===== config.mk =====
export PLATFORM = sky130hd
export DESIGN_NAME = sram_access_ctrl_flat
export DESIGN_NICKNAME = d
export VERILOG_FILES = /design/src/rtl/sram_access_ctrl_if.sv /design/src/rtl/sram_access_ctrl.sv /design/src/flat_wrapper.sv
export SDC_FILE = /design/constraint.sdc
export NUM_CORES = 1
export LEC_CHECK = 0
export ABC_AREA = 0
export ABC_CLOCK_PERIOD_IN_PS = 3400
export CAP_MARGIN = 20
export CORE_UTILIZATION = 46
export DETAILED_ROUTE_END_ITERATION = 6
export PLACE_DENSITY_LB_ADDON = 0.1
export SETUP_SLACK_MARGIN = 0.05
export SYNTH_ARGS = -nofsm -noshare
export SYNTH_HDL_FRONTEND = slang
export SYNTH_SLANG_ARGS = --single-unit

===== constraint.sdc =====
create_clock -name clk -period 3.4 [get_ports clk]
set_input_delay 0.68 -clock clk [delete_from_list [all_inputs] [get_ports clk]]
set_output_delay 0.68 -clock clk [all_outputs]
set_load 0.01 [all_outputs]

===== src/rtl/sram_access_ctrl_if.sv =====
// sram_access_ctrl_if: loader, CPU read and SRAM pin bundle
// for the program/data SRAM access controller.
interface sram_access_ctrl_if #(
  parameter int ADDR_WIDTH = 4,
  parameter int DATA_WIDTH = 8
) ();
  logic                  run_not_prog;
  logic                  ld_valid;
  logic [DATA_WIDTH-1:0] ld_data;
  logic                  ld_ready;
  logic                  ld_done;
  logic [ADDR_WIDTH-1:0] ld_addr;
  logic                  cpu_rd_req;
  logic [ADDR_WIDTH-1:0] cpu_addr;
  logic                  cpu_rd_ready;
  logic                  cpu_rd_valid;
  logic [DATA_WIDTH-1:0] cpu_rd_data;
  logic                  sram_ce_bar;
  logic                  sram_we_bar;
  logic [ADDR_WIDTH-1:0] sram_addr;
  logic [DATA_WIDTH-1:0] sram_wr_data;
  logic [DATA_WIDTH-1:0] sram_rd_data;

  modport master (
    output run_not_prog, ld_valid, ld_data,
    output cpu_rd_req, cpu_addr, sram_rd_data,
    input  ld_ready, ld_done, ld_addr,
    input  cpu_rd_ready, cpu_rd_valid, cpu_rd_data,
    input  sram_ce_bar, sram_we_bar, sram_addr, sram_wr_data
  );

  modport slave (
    input  run_not_prog, ld_valid, ld_data,
    input  cpu_rd_req, cpu_addr, sram_rd_data,
    output ld_ready, ld_done, ld_addr,
    output cpu_rd_ready, cpu_rd_valid, cpu_rd_data,
    output sram_ce_bar, sram_we_bar, sram_addr, sram_wr_data
  );
endinterface


===== src/rtl/sram_access_ctrl.sv =====
// sram_access_ctrl: sequences the program/data SRAM and
// arbitrates it between the program loader and CPU reads.
module sram_access_ctrl #(
  parameter int ADDR_WIDTH = 4,
  parameter int DATA_WIDTH = 8
) (
  input logic               clk,
  input logic               rst,
  sram_access_ctrl_if.slave bus
);
  localparam int DEPTH = 2 ** ADDR_WIDTH;
  localparam logic [ADDR_WIDTH-1:0] LAST_ADDR =
    ADDR_WIDTH'(DEPTH - 1);

  typedef enum logic [2:0] {
    IDLE,
    WR_SETUP,
    WR_STROBE,
    WR_HOLD,
    RD_ADDR,
    RD_CAPTURE
  } state_t;

  state_t                state_q, state_d;
  logic                  mode_q;
  logic [ADDR_WIDTH-1:0] ld_addr_q, ld_addr_d;
  logic                  ld_done_q, ld_done_d;
  logic [ADDR_WIDTH-1:0] addr_q, addr_d;
  logic [DATA_WIDTH-1:0] wdata_q, wdata_d;
  logic [DATA_WIDTH-1:0] rdata_q, rdata_d;
  logic                  rvalid_q, rvalid_d;
  logic                  ce_bar_q, ce_bar_d;
  logic                  we_bar_q, we_bar_d;
  logic                  idle;
  logic                  prog_entry;
  logic                  ld_ready;
  logic                  cpu_rd_ready;

  assign idle         = (state_q == IDLE);
  assign prog_entry   = !bus.run_not_prog && mode_q;
  assign ld_ready     = idle && !bus.run_not_prog
                        && !ld_done_q;
  assign cpu_rd_ready = idle && bus.run_not_prog;

  // FSM state register
  always_ff @(posedge clk) begin
    if (rst) state_q <= IDLE;
    else     state_q <= state_d;
  end

  // next state, bus latching and registered strobe decode
  always_comb begin
    state_d = state_q;
    addr_d  = addr_q;
    wdata_d = wdata_q;
    unique case (state_q)
      IDLE: begin
        if (ld_ready && bus.ld_valid) begin
          state_d = WR_SETUP;
          // a byte taken on the entry cycle belongs at 0
          addr_d  = prog_entry ? '0 : ld_addr_q;
          wdata_d = bus.ld_data;
        end else if (cpu_rd_ready && bus.cpu_rd_req) begin
          state_d = RD_ADDR;
          addr_d  = bus.cpu_addr;
        end
      end
      WR_SETUP:   state_d = WR_STROBE;
      WR_STROBE:  state_d = WR_HOLD;
      WR_HOLD:    state_d = IDLE;
      RD_ADDR:    state_d = RD_CAPTURE;
      RD_CAPTURE: state_d = IDLE;
      default:    state_d = IDLE;
    endcase
    ce_bar_d = !(state_d inside
                 {WR_STROBE, RD_ADDR, RD_CAPTURE});
    we_bar_d = (state_d != WR_STROBE);
    rvalid_d = (state_q == RD_CAPTURE);
    rdata_d  = rvalid_d ? bus.sram_rd_data : rdata_q;
  end

  // loader address/done tracking; program entry wins
  always_comb begin
    ld_addr_d = ld_addr_q;
    ld_done_d = ld_done_q;
    if (state_q == WR_HOLD) begin
      ld_addr_d = ld_addr_q + 1'b1;
      if (ld_addr_q == LAST_ADDR) ld_done_d = 1'b1;
    end
    if (prog_entry) begin
      ld_addr_d = '0;
      ld_done_d = 1'b0;
    end
  end

  // datapath and strobe registers
  always_ff @(posedge clk) begin
    if (rst) begin
      mode_q    <= 1'b1;
      ld_addr_q <= '0;
      ld_done_q <= 1'b0;
      addr_q    <= '0;
      wdata_q   <= '0;
      rdata_q   <= '0;
      rvalid_q  <= 1'b0;
      ce_bar_q  <= 1'b1;
      we_bar_q  <= 1'b1;
    end else begin
      mode_q    <= bus.run_not_prog;
      ld_addr_q <= ld_addr_d;
      ld_done_q <= ld_done_d;
      addr_q    <= addr_d;
      wdata_q   <= wdata_d;
      rdata_q   <= rdata_d;
      rvalid_q  <= rvalid_d;
      ce_bar_q  <= ce_bar_d;
      we_bar_q  <= we_bar_d;
    end
  end

  assign bus.ld_ready     = ld_ready;
  assign bus.ld_done      = ld_done_q;
  assign bus.ld_addr      = ld_addr_q;
  assign bus.cpu_rd_ready = cpu_rd_ready;
  assign bus.cpu_rd_valid = rvalid_q;
  assign bus.cpu_rd_data  = rdata_q;
  assign bus.sram_ce_bar  = ce_bar_q;
  assign bus.sram_we_bar  = we_bar_q;
  assign bus.sram_addr    = addr_q;
  assign bus.sram_wr_data = wdata_q;
endmodule


===== src/flat_wrapper.sv =====
// flat-port wrapper written by rule: the top's interface ports become plain ports
module sram_access_ctrl_flat 
#(
  parameter int ADDR_WIDTH = 4,
  parameter int DATA_WIDTH = 8
)
  (clk, rst, bus_run_not_prog, bus_ld_valid, bus_ld_data, bus_cpu_rd_req, bus_cpu_addr, bus_sram_rd_data, bus_ld_ready, bus_ld_done, bus_ld_addr, bus_cpu_rd_ready, bus_cpu_rd_valid, bus_cpu_rd_data, bus_sram_ce_bar, bus_sram_we_bar, bus_sram_addr, bus_sram_wr_data);
  sram_access_ctrl_if #(.ADDR_WIDTH(ADDR_WIDTH), .DATA_WIDTH(DATA_WIDTH)) bus_i ();
  input logic clk;
  input logic rst;
  input wire logic [$bits(bus_i.run_not_prog)-1:0] bus_run_not_prog;
  input wire logic [$bits(bus_i.ld_valid)-1:0] bus_ld_valid;
  input wire logic [$bits(bus_i.ld_data)-1:0] bus_ld_data;
  input wire logic [$bits(bus_i.cpu_rd_req)-1:0] bus_cpu_rd_req;
  input wire logic [$bits(bus_i.cpu_addr)-1:0] bus_cpu_addr;
  input wire logic [$bits(bus_i.sram_rd_data)-1:0] bus_sram_rd_data;
  output wire logic [$bits(bus_i.ld_ready)-1:0] bus_ld_ready;
  output wire logic [$bits(bus_i.ld_done)-1:0] bus_ld_done;
  output wire logic [$bits(bus_i.ld_addr)-1:0] bus_ld_addr;
  output wire logic [$bits(bus_i.cpu_rd_ready)-1:0] bus_cpu_rd_ready;
  output wire logic [$bits(bus_i.cpu_rd_valid)-1:0] bus_cpu_rd_valid;
  output wire logic [$bits(bus_i.cpu_rd_data)-1:0] bus_cpu_rd_data;
  output wire logic [$bits(bus_i.sram_ce_bar)-1:0] bus_sram_ce_bar;
  output wire logic [$bits(bus_i.sram_we_bar)-1:0] bus_sram_we_bar;
  output wire logic [$bits(bus_i.sram_addr)-1:0] bus_sram_addr;
  output wire logic [$bits(bus_i.sram_wr_data)-1:0] bus_sram_wr_data;
  assign bus_i.run_not_prog = bus_run_not_prog;
  assign bus_i.ld_valid = bus_ld_valid;
  assign bus_i.ld_data = bus_ld_data;
  assign bus_i.cpu_rd_req = bus_cpu_rd_req;
  assign bus_i.cpu_addr = bus_cpu_addr;
  assign bus_i.sram_rd_data = bus_sram_rd_data;
  assign bus_ld_ready = bus_i.ld_ready;
  assign bus_ld_done = bus_i.ld_done;
  assign bus_ld_addr = bus_i.ld_addr;
  assign bus_cpu_rd_ready = bus_i.cpu_rd_ready;
  assign bus_cpu_rd_valid = bus_i.cpu_rd_valid;
  assign bus_cpu_rd_data = bus_i.cpu_rd_data;
  assign bus_sram_ce_bar = bus_i.sram_ce_bar;
  assign bus_sram_we_bar = bus_i.sram_we_bar;
  assign bus_sram_addr = bus_i.sram_addr;
  assign bus_sram_wr_data = bus_i.sram_wr_data;
  sram_access_ctrl #(.ADDR_WIDTH(ADDR_WIDTH), .DATA_WIDTH(DATA_WIDTH)) u_core (.clk(clk), .rst(rst), .bus(bus_i));
endmodule

==> results of run 1 <==
## logic make-up after synthesis
| group | count (synthesis) |
|---|---|
| and+or+nand+nor | 53 |
| AOI/OAI and AO/OA | 32 |
| DFF | 32 |
| buffers and inverters | 13 |
| muxes | 10 |
| xor gates and xnor gates | 3 |
| adders and majority gates | 1 |
## per-layer routing
metal	track usage, %	vias to the layer above	part of all wire [%]
met4	6.79	0	1.5
li1	-	608	-
met2	35.2	38	49
met3	8.76	6	6.5
met1	24.9	566	43
met5	0	-	0
## sequential cells by signal (all words and copies together), names as in the netlist, 3 cells and up
signal / cells
u_core.bus.sram_addr: 4
u_core.bus.cpu_rd_data: 8
u_core.state_q: 3
u_core.bus.ld_addr: 4
u_core.bus.sram_wr_data: 8
## cells in the mapped netlist (all sizes together) (2+ instances only)
cell type,n
a21oi,9
nand3b,2
buf,9
mux2i,10
dfxtp,32
nor3,4
or3b,2
nand2,7
xnor2,2
o21ai,16
nand3,8
and3,4
nor2,15
clkbuf,4
a221oi,4
## worst reg2reg max path, cell delays in order, from the launching register on
cell,delay [ps]
dfxtp_1,450
nor3_4,510
o21ai_0,180
a221oi_1,320
## cell usage in the layout (no fill, tap or decap), drive strengths merged, types with 4 or more instances in the layout
cell	netlist	routed
clkdlybuf4s50	0	54
dfxtp	32	32
o21ai	16	16
nor2	15	15
mux2i	10	10
a21oi	9	9
nand3	8	8
nand2	7	7
clkbuf	4	6
and3	4	4
nor3	4	4
a221oi	4	4
## path summary, 6_finish.rpt
| check | end | depth (start not counted) |
|---|---|---|
| setup / recovery | bus_cpu_rd_ready | 3 |
| hold / removal | u_core.bus.sram_wr_data[6] | 2 |
| setup reg to reg | u_core.bus.sram_addr[3] | 3 |
| hold reg to reg | u_core.bus.sram_wr_data[6] | 2 |
## metrics by stage
| stage | utilization (%) | power [mW] |
|---|---|---|
| global placement | 67.3 | 0.596 |
| detailed placement | 67.3 | 0.602 |
| floorplan | - | 0.530 |
| finish | 69.0 | 0.795 |
| global route | 69.0 | 0.835 |
| CTS | 69.0 | 0.801 |
## area by class of cell
type                            count  area share [%]
Clock inverter                      1           0.259
Timing Repair Buffer               56            28.7
Multi-Input combinational cell     99            33.8
Clock buffer                        6            2.13
Tap cell                           31            2.01
Sequential cell                    32            33.1
## power by group
group,internal (mW),switching [mW]
Sequential,0.396,0.0211
Combinational,0.0960,0.0796
Clock,0.0760,0.126
==> results.json, run 1 <==
{
  "status": "finished, violations left",
  "violations": "DRC",
  "synth.area.mux_share_pct": 7.27,
  "dp.cells": 218,
  "slew_viol_final": 0,
  "relSlewSlack_pct": 64.5,
  "place_ws_ps": 642,
  "chipWidth_um": 56.7,
  "seq_area_frac_synth_pct": 46.5,
  "required_ps": 2720,
  "cts_setup_buffers": 0,
  "reg2reg_slack_ps": 1850,
  "gp_congestion": 0.806,
  "synth_ff_type": "dfxtp_1",
  "gr-total-overflow": 0,
  "clk_pin_slew_worst_paths_ps": 90,
  "antenna_found_initial": 0,
  "areaGrowthSynthToFinish_pct": 40.5,
  "criticalPathCategory": "in2out",
  "holdWs_ps": 483,
  "crit_path_end_kind": "primary output",
  "clockBufferDepth": 2,
  "tritoncts": "done",
  "syn_avg_cell_area_um2": 9.56,
  "r2r-start": "u_core.state_q[2]",
  "wl_um": 3170,
  "drive_above_1_share_pct": 9.28,
  "synth-xor-area-share_pct": 1.91,
  "vias": 1218,
  "coreArea_um2": 2810,
  "track_usage_pct": 21.3,
  "hold_buffers": 0,
  "dp_hpwl_um": 2240,
  "tns_ps": 0,
  "dieArea_um2": 3210,
  "slowest_stage": "clkdlybuf4s50_1",
  "nFillCells": 242,
  "synth_compound_area_share_pct": 14.6,
  "fin_skew_ps": 8.66,
  "synthCells": 144,
  "postSynth.asyncResetShare_pct": 0,
  "cts_resized": 0,
  "nNetsFinal": 220,
  "drc": 9,
  "place_area_um2": 1890,
  "stdcell_area_um2": 1930,
  "synth.area.top_cells": "dfxtp_1 47%, mux2i_1 7.3%, o21ai_0 4.7%",
  "initial_utilization_pct": 49.1,
  "synth_nets": 170,
  "clk_latency_ps": 340,
  "layoutNonFillerInstCount": 225,
  "ir_drop_v": 0.000247,
  "synth_top_area_cell": "dfxtp_1",
  "min_from": "u_core.bus.sram_wr_data[6]",
  "rsz0062_at_grt": "no",
  "setup_slack_ps": 649,
  "numCtsBuffers": 5,
  "grt_first_pass_wirelength_um": 5130,
  "cts-root-buf": "clkbuf_4",
  "cp_max_fo": 12,
  "max_stage_delay_ps": 670,
  "crit_family": "buffers and inverters",
  "drt-pass1-iter-count": 6,
  "ys_warn_count": 0,
  "hold_class": "reg2reg",
  "grt_pass1_vias": 1148,
  "yosys.cell_types.count": 38,
  "arrival_ps": 2070,
  "port_buffers": 54,
  "final.period_utilization_pct": 80.9,
  "htree_levels": 2,
  "synth_edf_count": 0,
  "worst_pin_slew_ps": 531,
  "cts_sinks": 32,
  "synth-adder-area-share_pct": 0.909,
  "crit_top_cell": "clkdlybuf4s50_1",
  "synthesis.area_um2": 1380,
  "vias_per_cell": 5.41,
  "yosys.area_share.simple_pct": 22.7,
  "multi_input_area_um2": 653,
  "timing.fmax_mhz": 363,
  "timing.critical_path.buf_inv": 2,
  "synth_top_family_by_area": "simple AND/OR/NAND/NOR gates",
  "wl_per_cell_um": 14.1,
  "hold_viol_final": 0,
  "ys_seq_elements": 32,
  "io-pin-count": 55,
  "die_h_um": 56.7,
  "drt_iter0_drc": 45,
  "power_leakage_nw": 0.751,
  "powerDensity_nw_per_um2": 411,
  "startpoint": "bus_run_not_prog",
  "antennaDiodeCount": 0,
  "grt_max_degree": 31,
  "drv_cap": 0,
  "finalSetupViolCount": 0,
  "yosysTopAreaCellShare_pct": 46.5,
  "core.rowCount": 19,
  "period_minus_slack_ps": 2750,
  "regArea_um2": 641,
  "ant_nets": 0,
  "cp_cell_sequence": "clkdlybuf4s50_1 > and2_1 > clkdlybuf4s50_1",
  "startpoint_type": "primary input"
}
(Power assumes the default switching activity.)
==> run 2: changes to the inputs <==
--- a/config.mk
+++ b/config.mk
@@ -6,9 +6,9 @@
 export NUM_CORES = 1
 export LEC_CHECK = 0
 export ABC_AREA = 0
-export ABC_CLOCK_PERIOD_IN_PS = 3400
+export ABC_CLOCK_PERIOD_IN_PS = 2500
 export CAP_MARGIN = 20
-export CORE_UTILIZATION = 46
+export CORE_UTILIZATION = 38
 export DETAILED_ROUTE_END_ITERATION = 6
 export PLACE_DENSITY_LB_ADDON = 0.1
 export SETUP_SLACK_MARGIN = 0.05
==> constraint.sdc (replaced) <==
create_clock -name clk -period 2.5 [get_ports clk]
set_input_delay 0.5 -clock clk [delete_from_list [all_inputs] [get_ports clk]]
set_output_delay 0.5 -clock clk [all_outputs]
set_load 0.01 [all_outputs]
==> run 2 against run 1 <==
  * The flow now finishes without violations
  * Global-route usage shrank 2.5 points
  * Sequential power grew 32%
  * Non-clock buffer count grew 5
  * Sequential cell count is the same
  * Sequential share of layout area shrank 1.1 points
  * Utilization shrank 10 points
  * First-iteration DRC count grew 11%
  * Via count grew 2.1%
  * Clock skew shrank 3.6 ps
  * Cell count grew 9.3%
  * Cell area grew 3.6%
  * Combinational power grew 56%
  * Critical path type is now reg2out
  * Critical endpoint is now bus_ld_ready
==> results.json, run 2 (same netlist as run 1, synthesis figures left out) <==
{
  "status": "completed",
  "gp_congestion": 0.724,
  "cp_max_fo": 14,
  "hold_viol_final": 0,
  "cp_cell_sequence": "or3_4 > nor3_1 > clkdlybuf4s50_1",
  "dp_hpwl_um": 2420,
  "crit_path_end_kind": "primary output",
  "crit_family": "simple AND/OR/NAND/NOR gates",
  "htree_levels": 2,
  "powerDensity_nw_per_um2": 565,
  "dieArea_um2": 3870,
  "fin_skew_ps": 5.06,
  "clk_latency_ps": 330,
  "clockBufferDepth": 2,
  "wl_um": 3340,
  "numCtsBuffers": 5,
  "chipWidth_um": 62.2,
  "cts_sinks": 32,
  "holdWs_ps": 478,
  "track_usage_pct": 18.8,
  "drc": 0,
  "core.rowCount": 21,
  "drt_iter0_drc": 50,
  "max_stage_delay_ps": 560,
  "ir_drop_v": 0.000348,
  "vias": 1243,
  "wl_per_cell_um": 13.6,
  "grt_first_pass_wirelength_um": 5600,
  "cts_setup_buffers": 0,
  "drive_above_1_share_pct": 11.5,
  "antennaDiodeCount": 0,
  "timing.fmax_mhz": 423,
  "areaGrowthSynthToFinish_pct": 45.5,
  "startpoint_type": "flip-flop",
  "hold_class": "reg2reg",
  "drt-pass1-iter-count": 4,
  "drv_cap": 0,
  "arrival_ps": 1860,
  "tritoncts": "done",
  "coreArea_um2": 3420,
  "hold_buffers": 0,
  "tns_ps": 0,
  "worst_pin_slew_ps": 521,
  "clk_pin_slew_worst_paths_ps": 90,
  "cts_resized": 0,
  "slowest_stage": "clkdlybuf4s50_1",
  "period_minus_slack_ps": 2360,
  "final.period_utilization_pct": 94.5,
  "timing.critical_path.buf_inv": 1,
  "finalSetupViolCount": 0,
  "slew_viol_final": 0,
  "grt_pass1_vias": 1190,
  "initial_utilization_pct": 40.3,
  "vias_per_cell": 5.05,
  "rsz0062_at_grt": "no",
  "die_h_um": 62.2,
  "layout_commonest_cell": "clkdlybuf4s50_1",
  "nNetsFinal": 225,
  "antenna_found_initial": 0,
  "criticalPathCategory": "reg2out",
  "io-pin-count": 55,
  "port_buffers": 54,
  "gr-total-overflow": 0,
  "required_ps": 2000,
  "nFillCells": 317,
  "relSlewSlack_pct": 65.1,
  "grt_max_degree": 30,
  "final_cell_mix": "54 x clkdlybuf4s50_1, 32 x dfxtp_1, 14 x nor2_1, 13 x o21ai_0, 10 x mux2i_1",
  "power_leakage_nw": 0.780,
  "ant_nets": 0,
  "cts-root-buf": "clkbuf_4"
}
run 2: cell types whose count changed in the layout (fill, tap and decap cells not counted), sizes merged:
cell    previous run  this run
clkinv             1         0
clkbuf             6         8
buf                2         7
run 2: path summary, 6_finish.rpt:
check                           depth (start not counted)                       start                          to  slack (ps)
worst max-delay path                                    3           u_core.state_q[2]                bus_ld_ready         140
worst min-delay path                                    2  u_core.bus.sram_wr_data[1]  u_core.bus.sram_wr_data[1]         480
worst max register to register                          4           u_core.state_q[1]   u_core.bus.cpu_rd_data[7]        1080
worst min register to register                          2  u_core.bus.sram_wr_data[1]  u_core.bus.sram_wr_data[1]         480
run 2: per-layer routing:
metal,vias up,routed length [um],global-route usage (%)
met5,-,0,0
met4,0,42,8.72
met3,6,173,5.33
met2,32,1680,31.9
met1,579,1440,21.9
li1,626,-,-
run 2: worst min-delay path, delay by kind of cell (launching register included):
family             cells  cell delay (ps)
DFF                    1              320
AOI/OAI and AO/OA      2              120
run 2: area by class of cell:
| type | count | area, um2 | area share, % |
|---|---|---|---|
| multi-input cells | 99 | 653 | 32.6 |
| flip-flops and latches | 32 | 641 | 32.0 |
| repair buffers | 61 | 593 | 29.6 |
| clock buffers | 8 | 58.8 | 2.94 |
| well taps | 46 | 57.6 | 2.87 |
run 2: power by group:
part           internal, mW  switching [mW]
sequential            0.538          0.0125
clock                 0.139           0.167
combinational         0.144           0.130
total                 0.821           0.310
run 2: through the flow:
step                total power [mW]  worst slack (ps)  std cells  utilization [%]  area (um2)
floorplan                      0.721               849        144                -        1380
global placement               0.831               308        238             56.9        1940
detailed placement             0.839               288        238             56.9        1940
CTS                             1.14               115        246             58.6        2000
global route                    1.19              67.8        246             58.6        2000
finish                          1.13               137        246             58.6        2000
==> run 3: changes to the inputs <==
--- a/config.mk
+++ b/config.mk
@@ -10,6 +10,7 @@
 export CAP_MARGIN = 20
 export CORE_UTILIZATION = 38
 export DETAILED_ROUTE_END_ITERATION = 6
+export GPL_ROUTABILITY_DRIVEN = 0
 export PLACE_DENSITY_LB_ADDON = 0.1
 export SETUP_SLACK_MARGIN = 0.05
 export SYNTH_ARGS = -nofsm -noshare
==> results of run 3 <==
The final DEF is identical to that of run 2; final timing and power are the same.
